[src/rtl/clock_div_multi_pkg.sv]
// Shared types and defaults for the multi-channel clock divider.
// Holds the per-channel state encoding, default sizing and a state helper.
// Imported by the channel and the top level.
package clock_div_multi_pkg;

  localparam int N_CH_DEF = 4;
  localparam int W_DEF    = 8;

  typedef enum logic [1:0] {
    IDLE,
    RUN,
    PEND
  } ch_state_t;

  // Divisor at the default width; the modules size their divisors by W.
  typedef logic [W_DEF-1:0] div_t;

  // A channel with a zero divisor parks in IDLE, otherwise it runs.
  function automatic ch_state_t settle_state(input logic div_is_zero);
    return div_is_zero ? IDLE : RUN;
  endfunction

endpackage

[src/rtl/clock_div_ch.sv]
// One divider channel: rollover counter, pending-divisor register, IDLE/RUN/PEND FSM, toggle clock.
// Latency: rollover, toggle and ack are registered and appear the cycle after the deciding edge.
// No backpressure: i_en only stalls counting; a waiting load is held until the next rollover.
module clock_div_ch
  import clock_div_multi_pkg::*;
#(
  parameter int           W       = W_DEF,
  parameter logic [W-1:0] DIV_RST = '0
) (
  input  logic         clk,
  input  logic         rst_n,
  input  logic         en,
  input  logic [W-1:0] div_in,
  input  logic         load,
  input  logic         sync,
  output logic         load_ack,
  output logic         roll_over,
  output logic         clk_out
);

  ch_state_t    state, state_nxt;
  logic [W-1:0] cnt, cnt_nxt;
  logic [W-1:0] div_act, div_nxt;
  logic [W-1:0] pend, pend_nxt;
  logic [W-1:0] apply_div;
  logic         tgl_nxt, roll_nxt, ack_nxt;
  logic         wrap, swap;

  // Next-state, counter, divisor swap and toggle decisions for this edge.
  always_comb begin
    state_nxt = state;
    cnt_nxt   = cnt;
    div_nxt   = div_act;
    pend_nxt  = pend;
    tgl_nxt   = clk_out;
    roll_nxt  = 1'b0;
    ack_nxt   = 1'b0;
    // A load on the swap edge itself wins over the older pending value.
    apply_div = load ? div_in : pend;
    wrap      = en && (state != IDLE) && (cnt == div_act - W'(1));
    swap      = 1'b0;

    case (state)
      IDLE: begin
        if (load) begin
          div_nxt   = div_in;
          cnt_nxt   = '0;
          ack_nxt   = 1'b1;
          state_nxt = settle_state(div_in == '0);
        end
      end
      RUN, PEND: begin
        if (sync) begin
          // Phase realignment: restart the period low, no rollover reported.
          cnt_nxt = '0;
          tgl_nxt = 1'b0;
          swap    = load || (state == PEND);
        end else begin
          if (wrap) begin
            cnt_nxt  = '0;
            roll_nxt = 1'b1;
            tgl_nxt  = ~clk_out;
          end else if (en) begin
            cnt_nxt = cnt + W'(1);
          end
          swap = wrap && (load || (state == PEND));
          if (!swap && load) begin
            pend_nxt  = div_in;
            state_nxt = PEND;
          end
        end
        if (swap) begin
          div_nxt   = apply_div;
          ack_nxt   = 1'b1;
          state_nxt = settle_state(apply_div == '0);
        end
      end
      default: begin
        state_nxt = IDLE;
        cnt_nxt   = '0;
      end
    endcase
  end

  // Channel state registers with asynchronous clear.
  always_ff @(posedge clk or negedge rst_n) begin
    if (!rst_n) begin
      state     <= settle_state(DIV_RST == '0);
      cnt       <= '0;
      div_act   <= DIV_RST;
      pend      <= '0;
      clk_out   <= 1'b0;
      roll_over <= 1'b0;
      load_ack  <= 1'b0;
    end else begin
      state     <= state_nxt;
      cnt       <= cnt_nxt;
      div_act   <= div_nxt;
      pend      <= pend_nxt;
      clk_out   <= tgl_nxt;
      roll_over <= roll_nxt;
      load_ack  <= ack_nxt;
    end
  end

endmodule

[src/rtl/clock_div_multi.sv]
// N_CH independent programmable dividers; optional i_sync phase-align input under CLOCK_DIV_MULTI_SYNC_EN.
// Latency: outputs registered, one cycle after the edge that decides them.
// No backpressure: loads taken in IDLE immediately, otherwise held pending to the next rollover.
module clock_div_multi
  import clock_div_multi_pkg::*;
#(
  parameter int          N_CH    = N_CH_DEF,
  parameter int          W       = W_DEF,
  parameter int unsigned DIV_RST = 0
) (
  input  logic              i_clk,
  input  logic              i_reset_n,
  input  logic [N_CH-1:0]   i_en,
  input  logic [N_CH*W-1:0] i_div,
  input  logic [N_CH-1:0]   i_load,
`ifdef CLOCK_DIV_MULTI_SYNC_EN
  input  logic              i_sync,
`endif
  output logic [N_CH-1:0]   o_load_ack,
  output logic [N_CH-1:0]   o_roll_over,
  output logic [N_CH-1:0]   o_clk
);

  logic sync_req;

`ifdef CLOCK_DIV_MULTI_SYNC_EN
  assign sync_req = i_sync;
`else
  assign sync_req = 1'b0;
`endif

  for (genvar c = 0; c < N_CH; c++) begin : g_ch
    clock_div_ch #(
      .W       (W),
      .DIV_RST (W'(DIV_RST))
    ) u_ch (
      .clk       (i_clk),
      .rst_n     (i_reset_n),
      .en        (i_en[c]),
      .div_in    (i_div[c*W +: W]),
      .load      (i_load[c]),
      .sync      (sync_req),
      .load_ack  (o_load_ack[c]),
      .roll_over (o_roll_over[c]),
      .clk_out   (o_clk[c])
    );
  end

endmodule
[config.mk]
export PLATFORM = sky130hd
export DESIGN_NAME = clock_div_multi
export DESIGN_NICKNAME = d
export VERILOG_FILES = /design/src/rtl/clock_div_multi_pkg.sv /design/src/rtl/clock_div_ch.sv /design/src/rtl/clock_div_multi.sv
export SDC_FILE = /design/constraint.sdc
export NUM_CORES = 1
export LEC_CHECK = 0
export ABC_CLOCK_PERIOD_IN_PS = 3760
export BUFFER_PORTS_ARGS = -buffer_cell sky130_fd_sc_hd__buf_2
export CORE_MARGIN = 1.5
export CORE_UTILIZATION = 45
export DETAILED_ROUTE_END_ITERATION = 6
export GPL_TIMING_DRIVEN = 0
export PLACE_DENSITY_LB_ADDON = 0.2
export SLEW_MARGIN = 20
export SYNTH_ARGS = -nofsm -noshare
export SYNTH_HDL_FRONTEND = slang
export SYNTH_SLANG_ARGS = --single-unit
[constraint.sdc]
create_clock -name i_clk -period 3.76 [get_ports i_clk]
set_input_delay 0.752 -clock i_clk [delete_from_list [all_inputs] [get_ports i_clk]]
set_output_delay 0.752 -clock i_clk [all_outputs]
set_load 0.005 [all_outputs]
==> summary.md <==
| Metric | Value |
|---|---|
| LEAKAGE | 3.555 nW |
| Synth Warn # | 0 |
| Power, Total | 0.006921 W |
| Sequential area share after synthesis | 42.41% |
| Initial antenna violation count | 0 |
| Largest net degree at the start of global routing | 83 |
| Nets | 811 |
| Post-Syn Area | 0.006845 mm² |
| First-pass GRT wire length | 25.60 mm |
| Ys flop type | dfrtp_1 |
| RSZ-0062 raised after global routing | false |
| Min Tclk post-route | 3.294 ns |
| Startpoint Class | flop |
| Worst VDD drop | 0.0004031 V |
| Post-CTS setup buffer count | 0 |
| Slew margin rel. | 39.87% |
| Critical path required time | 4.06 ns |
| Post-route ant nets | 0 |
| EDFF count, synth | 0 |
| Max Cap Violations | 0 |
| Critical path class | reg2reg |
| Cells after Synth | 679 |
| Count of final hold-check violations | 0 |
| Status | finished clean |
| Chip height | 126.3 µm |
| Drt drc | 0 |
| Syn_area_per_cell | 10.08 µm² |
| Area grow syn2layout | 16.51% |
| R2R Setup Slk | 0.47 ns |
| Fin Hold WS | 0.2230 ns |
| Clock-pin slew on the worst setup and hold paths | 0.05 ns |
| RR Startpoint | g_ch[1].u_ch.div_act[0] |
| Full die area | 0.01596 mm² |
| Post-route cell area | 0.007975 mm² |
| Boundary Pins | 54 |
| Hold crit path type | in2async |
| Setup Skew | 0.006481 ns |
| Hold Buf Count CTS | 0 |
| ANT cells | 0 |
| Cell taking the most area after synthesis | dfrtp_1 |
| GR Util All Layers | 19.72% |
| DR vias | 5,297 |
| # rows | 44 |
| Clock Latency Late Sink | 0.42 ns |
| Slew Viols, Final | 0 |
| Commonest non-fill, non-tap cell in the layout | dfrtp_1 |
| First-pass iteration count of the detailed router | 4 |
| Register bit count reported by yosys | 116 |
| Fin crit share | 87.60% |
| Power Dens Cells | 867.8 mW/mm² |
| FFs w/ async S/R, synth | 100.0% |
| Commonest non-fill, non-tap cells in the layout | dfrtp_1 (116), buf_2 (53), o21ai_0 (47), inv_1 (43), nand2_1 (43) |
| Crit-path max FO | 9 |
| Routed len/inst | 15.20 µm |
| CTS tree | done |
| Clk buf depth | 2 |
| Total global routing overflow | 0 |
| R2r endpoint | g_ch[1].u_ch.pend[7] |
| Vias per cell | 5.605 |
| Die X | 126.3 µm |
| CTS root buffer | clkbuf_16 |
| Core Region | 0.01470 mm² |
| Post_cts resized | 0 |
| Worst slew pin tran | 0.8980 ns |
| DPL Wire Length | 10.50 mm |
| Largest cells by area after synthesis | dfrtp_1 (42%), mux2_2 (5.6%), mux2i_1 (4.5%) |
| Unique masters post-synth | 70 |
| Layout cells sized above 1 | 19.84% |
| R2r worst-path depth | 11 |
| Port bufs | 50 |
| Post-Place Cell Area | 0.007360 mm² |
| CTS H-tree lvls | 4 |
| Post-synth top area share | 42.41% |
| Initial Utilization | 46.57% |
| GP Congestion | 0.7984 |
| Final WL | 14.36 mm |
| DR iter-0 viols | 307 |
| Fmax | 303.6 MHz |
| Number of global-route vias before repair | 5,514 |
| Setup total negative slack | 0 ns |
| Setup Viol. Count Final | 0 |
| Synthesized Nets | 741 |
| Crit. End Element | flop |
| Clock sink count | 116 |
| Cts bufs inserted | 17 |
| Arr. time, crit path | 3.59 ns |
## critical path, stage by stage (launching register included)
cell and delay (ns):
dfrtp_1 0.42, inv_1 0.08, ha_1 0.30, xnor2_1 0.12, or4_1 0.39, or4_1 0.56
a211oi_2 0.31, nand2b_1 0.15, buf_2 0.19, or2_1 0.12, buf_4 0.17, mux2_1 0.34
## flip-flops by register name, summed over array words and instances, names as in the netlist
register / count
g_ch.u_ch.clk_out: 4
g_ch.u_ch.cnt: 32
g_ch.u_ch.div_act: 32
g_ch.u_ch.load_ack: 4
g_ch.u_ch.pend: 32
g_ch.u_ch.roll_over: 4
g_ch.u_ch.state: 8
## stage by stage
stage          setup slack (ns)  cells  util [%]
6_report                 0.4664    945     54.26
3_5_place_dp             0.4214    914     50.07
2_1_floorplan            0.7839    679         -
5_1_grt                  0.1645    945     54.26
4_1_cts                  0.4700    945     54.26
3_3_place_gp             0.4350    913     49.84
## per-layer routing
layer	global-route usage [%]	share of wire, %	routed length [µm]	up-vias
li1	-	-	-	2616
met1	24.46	45	6487	2582
met2	33.90	50	7226	82
met3	4.766	3.2	457	17
met4	6.626	1.3	189	0
met5	0	0	0	-
## synth_stat cells (4+ instances only)
master	instances
mux2_4	4
nor3b_1	4
xor2_1	14
nor2b_1	4
o31ai_1	4
o22ai_1	6
mux2i_1	31
o21ai_0	47
nor2_1	22
nand2b_1	7
nand3b_1	4
nor4_1	21
buf_2	4
nor3_1	14
nand4_1	6
a21oi_1	38
dfrtp_1	116
mux2_1	16
nand3_1	18
a21o_1	4
buf_4	14
clkbuf_1	10
inv_1	43
mux2_2	34
and3_1	8
or3_1	8
o2bb2ai_1	4
ha_1	20
nand2_1	43
or4_1	12
a22o_1	5
xnor2_1	32
a31oi_1	7
## final cells by class
cell class / count / area (µm²)
Fill cell: 1298 / 6724
Multi-Input combinational cell: 490 / 3596
Sequential cell: 116 / 2903
Clock buffer: 21 / 460.4
Timing Repair Buffer: 51 / 284.0
Tap cell: 184 / 230.2
Buffer: 30 / 185.2
Inverter: 43 / 161.4
Clock inverter: 10 / 155.1
## logic make-up after synthesis
kind of cell	synth area share [%]
simple gates	14.81
compound gates	14.22
buf+inv	5.063
fa+ha+maj	3.656
flops	42.41
mux	13.64
xor+xnor	6.215
## how the worst max path moves through the flow
stage / cells past startpoint / from / slack (ns) / to
final: 11 / g_ch[1].u_ch.div_act[0] / 0.47 / g_ch[1].u_ch.pend[7]
after CTS: 11 / g_ch[1].u_ch.div_act[0] / 0.47 / g_ch[1].u_ch.pend[7]
after floorplan: 9 / i_en[1] / 0.78 / g_ch[1].u_ch.pend[0]
after global routing: 9 / g_ch[0].u_ch.div_act[0] / 0.16 / g_ch[0].u_ch.pend[6]
after global placement: 10 / i_en[1] / 0.43 / g_ch[1].u_ch.pend[7]
after detailed placement: 10 / i_en[1] / 0.42 / g_ch[1].u_ch.pend[7]
## power breakdown
group / leakage [nW] / internal (W) / switching (W)
clock network: 0.299 / 0.00113 / 0.000565
registers: 1.45 / 0.00175 / 0.000467
logic: 1.80 / 0.00143 / 0.00158
Note: power is estimated with default switching activity, not from simulation.
